--- config.mk ---
export PLATFORM = sky130hd
export DESIGN_NAME = rca4_frame_acc
export DESIGN_NICKNAME = d
export VERILOG_FILES = /design/src/rtl/rca4_frame_acc_pkg.sv /design/src/rtl/rca4.sv /design/src/rtl/rca4_frame_acc.sv
export SDC_FILE = /design/constraint.sdc
export NUM_CORES = 1
export LEC_CHECK = 0
export ABC_CLOCK_PERIOD_IN_PS = 7900
export BUFFER_PORTS_ARGS = -buffer_cell sky130_fd_sc_hd__buf_2
export CAP_MARGIN = 20
export CELL_PAD_IN_SITES_DETAIL_PLACEMENT = 1
export CELL_PAD_IN_SITES_GLOBAL_PLACEMENT = 2
export CORE_MARGIN = 2
export CORE_UTILIZATION = 30
export CTS_CLUSTER_SIZE = 28
export DETAILED_ROUTE_END_ITERATION = 10
export PLACE_DENSITY_LB_ADDON = 0.1
export SLEW_MARGIN = 10
export SYNTH_ARGS = -nofsm -noshare
export SYNTH_HDL_FRONTEND = slang
export SYNTH_HIERARCHICAL = 1
export SYNTH_SLANG_ARGS = --single-unit
--- constraint.sdc ---
create_clock -name clk -period 7.9 [get_ports clk]
set_clock_uncertainty 0.15 [all_clocks]
set_input_delay 1.58 -clock clk [delete_from_list [all_inputs] [get_ports clk]]
set_output_delay 1.58 -clock clk [all_outputs]
set_load 0.01 [all_outputs]
--- src/rtl/rca4_frame_acc_pkg.sv ---
`default_nettype none
// ============================================================================
//  Module      : rca4_frame_acc_pkg
//  Description : Shared types and constants for the rca4 frame accumulator.
//                Provides the frame FSM state enum, the accumulator width and
//                the saturation value used by the optional saturating build.
//  Revision    : 1.0  initial release
// ============================================================================
package rca4_frame_acc_pkg;

    localparam int ACC_W = 4;
    localparam logic [ACC_W-1:0] ACC_MAX = 4'hF;

    typedef enum logic [0:0] {
        ACCUM = 1'b0,
        DONE  = 1'b1
    } state_t;

endpackage : rca4_frame_acc_pkg
`default_nettype wire

--- src/rtl/rca4.sv ---
`default_nettype none
// ============================================================================
//  Module      : rca4
//  Description : 4-bit combinational ripple-carry adder built from four full
//                adders.
//  Ports       : a, b  - 4-bit addends
//                ci    - carry in
//                s     - 4-bit sum
//                co    - carry out of bit 3
//  Revision    : 1.0  initial release
// ============================================================================
module rca4 (
    input  logic [3:0] a,
    input  logic [3:0] b,
    input  logic       ci,
    output logic [3:0] s,
    output logic       co
);

    logic [4:0] w_c;

    assign w_c[0] = ci;

    for (genvar i = 0; i < 4; i++) begin : g_bit
        assign s[i]     = a[i] ^ b[i] ^ w_c[i];
        assign w_c[i+1] = (a[i] & b[i]) | (a[i] & w_c[i]) | (b[i] & w_c[i]);
    end

    assign co = w_c[4];

endmodule : rca4
`default_nettype wire

--- src/rtl/rca4_frame_acc.sv ---
`default_nettype none
// ============================================================================
//  Module      : rca4_frame_acc
//  Description : Streaming frame accumulator. Sums NUM_OPS 4-bit operands per
//                frame through one rca4 (carry-in tied low), counts carry-out
//                events in a saturating counter and holds the result on a
//                valid/ready output until it is taken.
//  Parameters  : NUM_OPS - operands per frame (>= 1)
//                OVF_W   - width of the carry-event counter
//  Ports       : clk, rst             - clock, synchronous active-high reset
//                in_valid/in_ready    - operand handshake
//                in_data              - 4-bit unsigned operand
//                out_valid/out_ready  - result handshake
//                out_sum              - frame sum
//                out_carries          - saturating carry-out count
//  Build macro : RCA4_FRAME_ACC_SAT_EN - sum saturates at 4'hF on carry-out
//                instead of wrapping modulo 16.
//  Revision    : 1.0  initial release
// ============================================================================
module rca4_frame_acc
    import rca4_frame_acc_pkg::*;
#(
    parameter int NUM_OPS = 8,
    parameter int OVF_W   = 4
) (
    input  logic             clk,
    input  logic             rst,
    input  logic             in_valid,
    output logic             in_ready,
    input  logic [3:0]       in_data,
    output logic             out_valid,
    input  logic             out_ready,
    output logic [3:0]       out_sum,
    output logic [OVF_W-1:0] out_carries
);

    localparam int CNT_W = (NUM_OPS > 1) ? $clog2(NUM_OPS) : 1;
    localparam logic [CNT_W-1:0] c_cnt_last = CNT_W'(NUM_OPS - 1);
    localparam logic [OVF_W-1:0] c_ccnt_max = {OVF_W{1'b1}};

    state_t             r_state;
    state_t             w_state_next;
    logic [ACC_W-1:0]   r_acc;
    logic [CNT_W-1:0]   r_cnt;
    logic [OVF_W-1:0]   r_ccnt;
    logic [ACC_W-1:0]   w_sum;
    logic [ACC_W-1:0]   w_acc_next;
    logic               w_co;
    logic               w_accept;
    logic               w_release;

    rca4 u_rca4 (
        .a  (r_acc),
        .b  (in_data),
        .ci (1'b0),
        .s  (w_sum),
        .co (w_co)
    );

`ifdef RCA4_FRAME_ACC_SAT_EN
    // Any carry-out means the true sum exceeded 15; pin the sum at full scale.
    assign w_acc_next = w_co ? ACC_MAX : w_sum;
`else
    assign w_acc_next = w_sum;
`endif

    // Handshake outputs depend only on the state register, so neither ready
    // has a combinational path from in_valid or out_ready.
    assign in_ready    = (r_state == ACCUM);
    assign out_valid   = (r_state == DONE);
    assign out_sum     = r_acc;
    assign out_carries = r_ccnt;

    always_comb begin
        w_state_next = r_state;
        w_accept     = 1'b0;
        w_release    = 1'b0;
        case (r_state)
            ACCUM: begin
                w_accept = in_valid;
                if (in_valid && (r_cnt == c_cnt_last)) begin
                    w_state_next = DONE;
                end
            end
            DONE: begin
                w_release = out_ready;
                if (out_ready) begin
                    w_state_next = ACCUM;
                end
            end
            default: w_state_next = ACCUM;
        endcase
    end

    always_ff @(posedge clk) begin
        if (rst) begin
            r_state <= ACCUM;
        end else begin
            r_state <= w_state_next;
        end
    end

    always_ff @(posedge clk) begin
        if (rst) begin
            r_acc  <= '0;
            r_cnt  <= '0;
            r_ccnt <= '0;
        end else if (w_accept) begin
            r_acc <= w_acc_next;
            if (w_co && (r_ccnt != c_ccnt_max)) begin
                r_ccnt <= r_ccnt + OVF_W'(1);
            end
            if (r_cnt == c_cnt_last) begin
                r_cnt <= '0;
            end else begin
                r_cnt <= r_cnt + CNT_W'(1);
            end
        end else if (w_release) begin
            // Counter was already cleared on the last accept of the frame.
            r_acc  <= '0;
            r_ccnt <= '0;
        end
    end

endmodule : rca4_frame_acc
`default_nettype wire

Yosys cells after proc, flatten, opt, wreduce, memory -nomap -nowiden
Index checks and enable logic that the tools add are counted.
Word-level totals
  flip-flop bits (word level): 12
  input bits: 8
Operators by class
  $add $sub $neg: 2
  eq/ne operators: 3
  multiplexer cells: 10
  bitwise gates (word level): 24
  reductions and logical operators: 4
Operator list (count)
  2-to-1 mux 4 bit: 4
  AND 1 bit: 10
  bitwise XOR 1 bit: 7
  bitwise OR 1 bit: 6
  adder 4 x 1 -> 4 bit (second input constant): 1
  2-to-1 mux 1 bit: 4
  != test 4 bit (second input constant): 1
  adder 3 x 1 -> 3 bit (second input constant): 1
  equality test 3 bit (second input constant): 1
  2-to-1 mux 3 bit: 1
  logical AND 1 bit: 2
  != test 2 x 1 -> 1 bit (second input constant): 1
  one-hot mux 1 bit (2 select lines): 1
  AND reduction 2 bit: 1
  nonzero test 2 bit: 1
  NOT 1 bit: 1

Logic depth before layout (Yosys ltp)
  depth after elaboration: 13
  depth in mapped cells: 11
  depth with buffers taken out: 11

Hierarchy
The synthesis kept the hierarchy.
By module, submodules not included
  rca4_frame_acc: instances 1, cells an instance 56, area an instance 541.8 µm², sequential area each 240.2 µm²
  rca4: instances 1, cells an instance 14, area an instance 117.6 µm², sequential area each 0.0 µm²

Worst setup path after synthesis
OpenSTA, ideal clock, no wires.
  path kind: input port to flip-flop
  start: input in_data[0]
  end: register r_ccnt[3], in the netlist out_carries[3]
  library setup time: 74 ps
  arrival time: 3435 ps
  required time: 7676 ps
  setup slack: 4241 ps
  cell stages on the path: 11
  buffers on the path: 0
  cell sequence: inv_1 -> fa_1 -> inv_1 -> fa_1 -> fa_1 -> inv_1 -> fa_1 -> inv_1 -> nand3b_4 -> or3_1 -> a31oi_1
On the way
  cells in the longest elaborated chain, start to end: 13
  elaborated cells between the ends (all ways): 16
  classes of those cells: 1 x eq/ne; 13 x bitwise; 2 x reduce/logical
RTL lines
  from (decl): line rca4_frame_acc.sv:30  | input logic [3:0] in_data,
  AND 1 bit *: line rca4.sv:26  | assign w_c[i+1] = (a[i] & b[i]) | (a[i] & w_c[i]) | (b[i] & w_c[i]);
  AND 1 bit: line rca4.sv:26
  bitwise OR 1 bit: line rca4.sv:26
  bitwise OR 1 bit *: line rca4.sv:26
  AND 1 bit: line rca4.sv:26
  bitwise OR 1 bit: line rca4.sv:26
  bitwise OR 1 bit *: line rca4.sv:26
  AND 1 bit: line rca4.sv:26
  bitwise OR 1 bit: line rca4.sv:26
  bitwise OR 1 bit *: line rca4.sv:26
  net w_co: line rca4_frame_acc.sv:48  | logic w_co;
  logical AND 1 bit *: line rca4_frame_acc.sv:110  | if (w_co && (r_ccnt != c_ccnt_max)) begin
  != test 2 x 1 -> 1 bit (no line) *
  AND reduction 2 bit (no line) *
  to (signal assigned): line rca4_frame_acc.sv:111  | r_ccnt <= r_ccnt + OVF_W'(1);
  to (decl): line rca4_frame_acc.sv:45  | logic [OVF_W-1:0] r_ccnt;
The timed path passes the listed nets; every way through them passes the cells marked *.
A chain may end at the register's enable or synchronous reset.

Final worst setup path
Ends and elaborated chain as after synthesis.

==> out/metrics.cfg <==
[status]
status = completed

[pwr]
power_switching_mw = 0.0370
switching_share_pct = 28.3
total_power_mw = 0.131
pwr-share-seq_pct = 51.6
leakagePower_nw = 0.384
p_int_mw = 0.0940
power_density_nw_per_um2 = 166
p_comb_share_pct = 20.1
clockPowerShare_pct = 28.3
peakVddDrop_v = 0.0000867

[synth]
syn-cell-area_um2 = 659
syn_inst = 70
syn_area_per_cell_um2 = 9.42
synth-seq-cells = 12
synth_fp_nets = 85
ys_seq_area_share_pct = 36.4
ys_warn_count = 6
synth_top_family_by_area = adder cells
synth-xor-area-share_pct = 0
synth_adder_area_share_pct = 17.8
synth_cell_types = 22
synthSimpleGateAreaFrac_pct = 16.7
yosys-mux-area-fraction_pct = 6.07
synth-compound-area-share_pct = 13.9

[global_route]
grt_max_degree = 13
track_usage_pct = 12.1
grt_pass1_vias = 520
overflow = 0
antenna_found_initial = 0
grt_pass1_wl_mm = 2.35

[route]
vias_per_cell = 4.53
vias = 521
wl_per_cell_um = 11.6
wl_mm = 1.33
ant_nets = 0
initialDrtViolationCount = 5
firstDrtPassIters = 3
drc = 0

[placed_design]
gp_congestion = 0.690
hpwl_mm = 1.05
port_buffers = 17

[critical_path]
reg2reg_to = out_carries[3]$_SDFFE_PP0P_
r2r-start = out_sum[0]$_SDFFE_PP0P_
r2r_cells = 11
startpoint_type = input port
critPathArrivalTime_ns = 3.62
cp-end-kind = flip-flop
cp_max_fo = 7
required_ns = 7.95
rrSetupSlack_ns = 5.30
critPathKind = in2reg

[clock_tree]
cts_tree = done
root_buffer = clkbuf_4
clk_pin_slew_worst_paths_ns = 0.07
post_cts_buffers = 0
cts_buffer_depth = 2
postCtsHoldBufs = 0
post_cts_resized = 0
clk_latency_ns = 0.27
cts_buffers = 3
cts_max_level = 1
cts.sinks = 12

[floorplan]
coreArea_um2 = 2020
start_util_pct = 32.6
num_io_pins = 18
dieArea_um2 = 2590
num_rows = 16
die_y_um = 50.9
die_width_um = 50.9

[finish]
final_common_cell = buf_2
final_cell_mix = 17 x buf_2, 12 x inv_1, 12 x dfxtp_1, 9 x nor2_1
drive_gt1_share_pct = 25.0
fin_nets = 105
antennaDiodeCount = 0
synthToLayoutAreaGrowth_pct = 19.7

[timing]
post-route-period-util_pct = 45.2
drv_slew = 0
max_freq_ghz = 0.280
tns_ns = 0
setup_viol = 0
fin_crit_ns = 3.57
grt_setup_unrepaired = false
hold_violations = 0

[min_path]
holdCritPathClass = reg2reg
worst_hold_path.num_cells = 2
min_to = r_cnt[2]$_SDFFE_PP0P_
hp-start = r_cnt[2]$_SDFFE_PP0P_

[job]
drv_cap = 0

-- Yosys cell counts (all sizes together) --
library cell	instances	area share, %
a21oi	3	2.3
a22oi	4	4.6
a2bb2oi	1	1.3
a31oi	1	0.95
and2b	1	1.3
and3	1	0.95
buf	1	1.1
clkbuf	1	0.57
conb	1	0.57
dfxtp	12	36
fa	4	12
ha	3	5.7
inv	12	6.8
mux2i	4	6.1
nand2	1	0.57
nand3	2	1.5
nand3b	1	3.0
nand4b	1	1.3
nor2	9	5.1
o211ai	3	3.4
o311ai	1	1.3
or3	3	2.8
-- cells by family (layout without fill, tap and decap cells) --
family,Yosys count,after routing
AND/OR/NAND/NOR,19,19
buffers and inverters,14,32
AO/OA/AOI/OAI,13,13
flip-flops,12,12
adder cells (fa/ha/maj),7,7
multiplexers,4,4
other,1,1
-- power by group through the flow --
| stage | Combinational [mW] | Clock (mW) | Sequential (mW) |
|---|---|---|---|
| 4_1_cts | 0.0272 | 0.0409 | 0.0678 |
| 5_1_grt | 0.0307 | 0.0431 | 0.0685 |
| 6_report | 0.0263 | 0.0371 | 0.0677 |
| 2_1_floorplan | 0.0169 | 0 | 0.0701 |
| 3_5_place_dp | 0.0270 | 0 | 0.0692 |
| 3_3_place_gp | 0.0269 | 0 | 0.0691 |
-- cell type report --
type                    count  area (um^2)
multi-input cells          44          363
inverters                  12         45.0
well taps                  27         33.8
fillers                   258         1230
repair buffers             17         85.1
flip-flops and latches     12          240
clock buffers               3         22.5
-- state kept, by name, summed over array words and instances (netlist names) --
| signal | cells |
|---|---|
| out_valid | 1 |
| r_cnt | 3 |
| out_carries | 4 |
| out_sum | 4 |
-- per-layer routing --
layer	share of wire [%]	track usage, %	vias up
met5	0	0	-
met4	0	4.05	0
met3	5.5	5.26	0
met2	43	18.6	12
met1	52	15.2	237
li1	-	-	272
-- critical path, stage by stage --
cell and delay [ns]:
buf_2 0.07, inv_1 0.04, fa_1 0.38, inv_1 0.07
fa_1 0.17, fa_1 0.17, inv_1 0.05, fa_1 0.35
inv_1 0.12, nand3b_4 0.11, or3_1 0.35, a31oi_1 0.16
-- through the flow --
stage / hold slack [ns] / cell area (um^2) / cells / utilization, % / worst slack [ns]
2_1_floorplan: 0.315 / 659 / 70 / - / 4.24
4_1_cts: 0.369 / 790 / 115 / 39.0 / 4.31
3_5_place_dp: 0.348 / 767 / 112 / 37.9 / 4.02
3_3_place_gp: 0.331 / 767 / 112 / 37.9 / 4.07
6_report: 0.360 / 790 / 115 / 39.0 / 4.33
5_1_grt: 0.401 / 790 / 115 / 39.0 / 4.19
-- worst max path at each step --
stage | start | to | cells after the start
floorplan | in_data[0] | out_carries[3]$_SDFFE_PP0P_ | 11
global placement | in_data[0] | out_carries[3]$_SDFFE_PP0P_ | 12
detailed placement | in_data[0] | out_carries[3]$_SDFFE_PP0P_ | 12
CTS | in_data[0] | out_carries[3]$_SDFFE_PP0P_ | 12
global route | in_data[0] | out_carries[2]$_SDFFE_PP0P_ | 12
finish | in_data[0] | out_carries[3]$_SDFFE_PP0P_ | 12
Power figures use the tool's default switching activity.
